--- src/rtl/bot_update_arbiter.sv ---
// Round-robin arbiter that shares one state-update channel among N_BOTS bots.
// A granted record is latched and held downstream under a valid/ready handshake.
// Each bot also has a watchdog that flags it stale when it goes TIMEOUT cycles
// without an acknowledge.
module bot_update_arbiter #(
    parameter int unsigned N_BOTS  = 3,
    parameter int unsigned DATA_W  = 32,
    parameter int unsigned TIMEOUT = 1000,
    localparam int unsigned ID_W   = (N_BOTS > 1) ? $clog2(N_BOTS) : 1,
    localparam int unsigned CNT_W  = $clog2(TIMEOUT + 1),
    localparam int unsigned REC_W  = 4 * DATA_W
) (
    input  logic                       clk,
    input  logic                       rst,
    input  logic [N_BOTS-1:0]          req,
    input  logic [N_BOTS*REC_W-1:0]    bot_data,
    output logic [N_BOTS-1:0]          ack,
    output logic                       out_valid,
    input  logic                       out_ready,
    output logic [ID_W-1:0]            out_bot_id,
    output logic [DATA_W-1:0]          out_vx,
    output logic [DATA_W-1:0]          out_vy,
    output logic [DATA_W-1:0]          out_x,
    output logic [DATA_W-1:0]          out_y,
    output logic [N_BOTS-1:0]          stale,
    output logic                       busy
);

    typedef enum logic [0:0] {StIdle, StOut} state_e;

    state_e                   state_q, state_d;
    logic [N_BOTS-1:0]        ack_q, ack_d;
    logic [ID_W-1:0]          last_q, last_d;
    logic [ID_W-1:0]          id_q, id_d;
    logic [REC_W-1:0]         rec_q, rec_d;
    logic [CNT_W-1:0]         cnt_q [N_BOTS];
    logic [CNT_W-1:0]         cnt_d [N_BOTS];
    logic [N_BOTS-1:0]        stale_q, stale_d;

    logic [ID_W-1:0]          grant_id;
    logic [N_BOTS*REC_W-1:0]  data_shift;
    logic [REC_W-1:0]         grant_rec;

    // First requesting bot strictly after 'last', wrapping round.
    function automatic logic [ID_W-1:0] rr_pick(input logic [N_BOTS-1:0] r,
                                                input logic [ID_W-1:0]   last);
        logic [ID_W-1:0]   pick;
        logic              found;
        int unsigned       idx;
        logic [N_BOTS-1:0] r_shift;
        pick  = '0;
        found = 1'b0;
        for (int unsigned k = 1; k <= N_BOTS; k++) begin
            idx     = (32'(last) + k) % N_BOTS;
            r_shift = r >> idx;
            if (!found && r_shift[0]) begin
                found = 1'b1;
                pick  = ID_W'(idx);
            end
        end
        return pick;
    endfunction

    // Candidate grant and its record, evaluated every cycle.
    always_comb begin
        grant_id   = rr_pick(req, last_q);
        data_shift = bot_data >> (32'(grant_id) * REC_W);
        grant_rec  = data_shift[REC_W-1:0];
    end

    // FSM next-state: grant in IDLE, wait for the downstream handshake in OUT.
    always_comb begin
        state_d = state_q;
        ack_d   = '0;
        last_d  = last_q;
        id_d    = id_q;
        rec_d   = rec_q;
        unique case (state_q)
            StIdle: begin
                if (|req) begin
                    state_d = StOut;
                    ack_d   = N_BOTS'(1) << grant_id;
                    last_d  = grant_id;
                    id_d    = grant_id;
                    rec_d   = grant_rec;
                end
            end
            StOut: begin
                if (out_ready) state_d = StIdle;
            end
            default: state_d = StIdle;
        endcase
    end

    // Watchdog next-state: an ack clears the counter (and stale) on the following edge.
    always_comb begin
        for (int unsigned i = 0; i < N_BOTS; i++) begin
            if (ack_q[i]) begin
                cnt_d[i] = '0;
            end else if (cnt_q[i] != CNT_W'(TIMEOUT)) begin
                cnt_d[i] = cnt_q[i] + CNT_W'(1);
            end else begin
                cnt_d[i] = cnt_q[i];
            end
            stale_d[i] = (cnt_d[i] == CNT_W'(TIMEOUT));
        end
    end

    // State registers; last grant resets to the top bot so bot 0 wins first.
    always_ff @(posedge clk or posedge rst) begin
        if (rst) begin
            state_q <= StIdle;
            ack_q   <= '0;
            last_q  <= ID_W'(N_BOTS - 1);
            id_q    <= '0;
            rec_q   <= '0;
            stale_q <= '0;
            for (int unsigned i = 0; i < N_BOTS; i++) cnt_q[i] <= '0;
        end else begin
            state_q <= state_d;
            ack_q   <= ack_d;
            last_q  <= last_d;
            id_q    <= id_d;
            rec_q   <= rec_d;
            stale_q <= stale_d;
            for (int unsigned i = 0; i < N_BOTS; i++) cnt_q[i] <= cnt_d[i];
        end
    end

    // Output mapping; record order is {vx, vy, x, y} with vx in the MSBs.
    always_comb begin
        ack        = ack_q;
        out_valid  = (state_q == StOut);
        busy       = (state_q == StOut);
        out_bot_id = id_q;
        out_vx     = rec_q[4*DATA_W-1 -: DATA_W];
        out_vy     = rec_q[3*DATA_W-1 -: DATA_W];
        out_x      = rec_q[2*DATA_W-1 -: DATA_W];
        out_y      = rec_q[DATA_W-1:0];
        stale      = stale_q;
    end

endmodule

--- config.mk ---
export PLATFORM = sky130hd
export DESIGN_NAME = bot_update_arbiter
export DESIGN_NICKNAME = d
export VERILOG_FILES = /design/src/rtl/bot_update_arbiter.sv
export SDC_FILE = /design/constraint.sdc
export NUM_CORES = 1
export LEC_CHECK = 0
export ABC_CLOCK_PERIOD_IN_PS = 5300
export BUFFER_PORTS_ARGS = -buffer_cell sky130_fd_sc_hd__buf_2
export CORE_AREA = 10 10 197 199
export DETAILED_ROUTE_END_ITERATION = 10
export DIE_AREA = 0 0 207 209
export SYNTH_ARGS = -nofsm -noshare
export SYNTH_HDL_FRONTEND = slang
export SYNTH_SLANG_ARGS = --single-unit
--- constraint.sdc ---
create_clock -name clk -period 5.3 [get_ports clk]
set_clock_uncertainty 0.05 [all_clocks]
set_input_delay 0.53 -clock clk [delete_from_list [all_inputs] [get_ports clk]]
set_output_delay 0.53 -clock clk [all_outputs]
set_load 0.05 [all_outputs]
==> impl_metrics.json <==
{
  "netlist_area_um2": 9280,
  "drt-pass1-iter-count": 5,
  "r2r-end": "rec_q[126]",
  "syn_inst": 979,
  "cts_tree": "built",
  "rsz0062_at_grt": "false",
  "met1_length_um": 15700,
  "synthArstFlopShare": 1.00,
  "critPathRequiredTime_ps": 5600,
  "synth_top_area_share": 0.450,
  "wl_per_cell_um": 20.7,
  "cts_htree_levels": 4,
  "outcome": "finished, final reports clean",
  "rows": 69,
  "vias_per_cell": 5.19,
  "synth_area_leaders": "dfrtp_1 (45%), a221oi_1 (8.0%), o2bb2ai_1 (8.0%), nor2_1 (5.1%), a2111oi_0 (4.1%)",
  "grt-ovfl-total": 0,
  "path_max_fanout": 86,
  "antenna_found_initial": 7,
  "post_cts.repair.setup_buffers": 0,
  "area_delta_synth_final_pct": 38.2,
  "die_area_um2": 43300,
  "hpwl_um": 29800,
  "max_cap_violations": 0,
  "globalplace.congestion": 0.942,
  "clock_latency_ps": 440,
  "cp-start-kind": "flop",
  "core_um2": 35100,
  "dp.cells": 1884,
  "synth-edff-count": 0,
  "relSlewSlack": 0.297,
  "post_cts_resized": 0,
  "max_freq_mhz": 234,
  "crit_type": "reg -> reg",
  "synth_seq_cells": 168,
  "yosysMostFrequentCell": "dfrtp_1",
  "grt_pass1_vias": 10300,
  "dr_wl_met2_um": 19700,
  "drive_gt1_frac": 0.402,
  "die_x_um": 207,
  "cts.sinks": 168,
  "timing.setup.tns_ps": 0,
  "top_layer": "met5",
  "worstPathArrival_ps": 4570,
  "dr_total_vias": 9948,
  "ff2ff_setup_slack_ps": 1030,
  "worstMarginPinSlew_ps": 1060,
  "drv_slew": 0,
  "grt_usage": 0.176,
  "root_buffer": "clkbuf_16",
  "ir_drop_mv": 0.325,
  "hold_violations": 0,
  "cts_buffer_depth": 2,
  "end_kind": "flop",
  "io_buffers": 527,
  "yosys_warnings": 0,
  "timing.final.crit_share": 0.805,
  "reg2regPathDepth": 11,
  "ant_nets": 0,
  "drc": 0,
  "layout_min_cycle_time_ps": 4270,
  "wl_met3_um": 3390,
  "ys.flop_type": "dfrtp_1",
  "wl_um": 39700,
  "start_util": 0.265,
  "fin_cells": 1918,
  "seq_area_frac_synth": 0.453,
  "synth_top_area_cell": "dfrtp_1",
  "syn-mean-instance-area_um2": 9.48,
  "hp-class": "in -> async",
  "cts_buffers": 17,
  "holdWs_ps": 131,
  "grt_pass1_wl_um": 61300,
  "ios": 528,
  "drtIter0Drc": 648,
  "ctsHoldBuffers": 0,
  "crit-reg2reg-launch": "last_q[1]",
  "grt_max_degree": 94,
  "synth_cell_types": 48,
  "finalSetupViolations": 0,
  "fp.dieH_um": 209,
  "nets": 1847,
  "cts.clk_slew.worst_paths_ps": 70,
  "synthTopCellsByCount": "dfrtp_1 (167), nor2_1 (125), a221oi_1 (85), o2bb2ai_1 (85), clkbuf_1 (71)",
  "synth_fp_nets": 1384,
  "p_per_area_nw_per_um2": 787,
  "p_leak_nw": 5.91
}
-- layout by cell type, fill, tap and decap left out, drive strengths merged, types with 3 or more instances in the layout --
cell,count
buf,543
dfrtp,167
nor2,125
a221oi,86
o2bb2ai,85
inv,62
nand3,55
nand2,54
a2111oi,43
a31oi,43
o211ai,43
clkbuf,21
xnor2,15
ha,15
nor3,11
a21oi,10
or3,7
nand3b,6
nand4,6
xor2,6
nand2b,5
mux2i,5
nand4b,5
o21ai,5
clkinv,5
nor3b,4
or4,3
-- power by group --
part | internal (W) | switching, W | leakage [nW] | total [W]
Combinational | 0.00179 | 0.00477 | 3.62 | 0.00655
Sequential | 0.00189 | 0.000406 | 2.02 | 0.00229
Clock | 0.000707 | 0.000539 | 0.278 | 0.00125
Total | 0.00438 | 0.00571 | 5.91 | 0.0101
-- worst max path at each step --
stage,startpoint,endpoint
after floorplan,rst,ack[0]
after CTS,last_q[1],rec_q[126]
final,last_q[1],rec_q[126]
after global routing,last_q[1],rec_q[109]
after detailed placement,last_q[1],rec_q[114]
after global placement,last_q[1],rec_q[89]
-- flip-flops by register name, summed over array words and instances (netlist names) --
signal      cells
out_bot_id      1
stale           3
ack             3
cnt_q          30
last_q          2
busy            1
rec_q         128
-- per-stage QoR --
stage / area (µm²) / power [W] / utilization / setup WS, ps
after floorplan: 9280 / 0.00715 / - / 175
after global placement: 12300 / 0.00879 / 0.350 / 1200
after detailed placement: 12300 / 0.00891 / 0.350 / 1060
after CTS: 12800 / 0.0102 / 0.366 / 1050
after global routing: 12800 / 0.0107 / 0.366 / 816
final: 12800 / 0.0101 / 0.366 / 1030
-- area by class of cell --
cell class	instances	area (µm²)
fill	3656	22200
multi-input combinational	652	4460
sequential	168	4210
timing repair buffer	543	2780
tap	461	577
clock buffer	21	450
inverter	60	230
clock inverter	11	121
antenna	2	5.00
-- routing by layer --
layer,track usage,vias up
met5,0,-
met4,0.0639,10
met3,0.0570,56
met2,0.292,477
met1,0.208,4758
li1,-,4647
-- worst max-delay path, cell delays in order (launching register included) --
cell and delay (ps):
dfstp_2 580, inv_1 100, ha_1 380, nand3b_1 200, ha_1 300, nand3b_1 220, a221oi_4 400, a2bb2oi_1 210
a21o_4 480, nor3_4 190, buf_4 740, o2bb2ai_1 210
-- cells by family (layout without fill, tap and decap cells) --
logic type,count (synthesis),in the layout,share of synthesized area
other,0,2,0
flip-flops,168,168,0.453
multiplexers,6,6,0.00701
buffers and inverters,159,635,0.0731
adder cells (fa/ha/maj),15,15,0.0202
AND/OR/NAND/NOR,285,285,0.140
AO/OA/AOI/OAI,325,325,0.287
XOR/XNOR,21,21,0.0198
No activity file was read; power rests on OpenSTA's default activity.
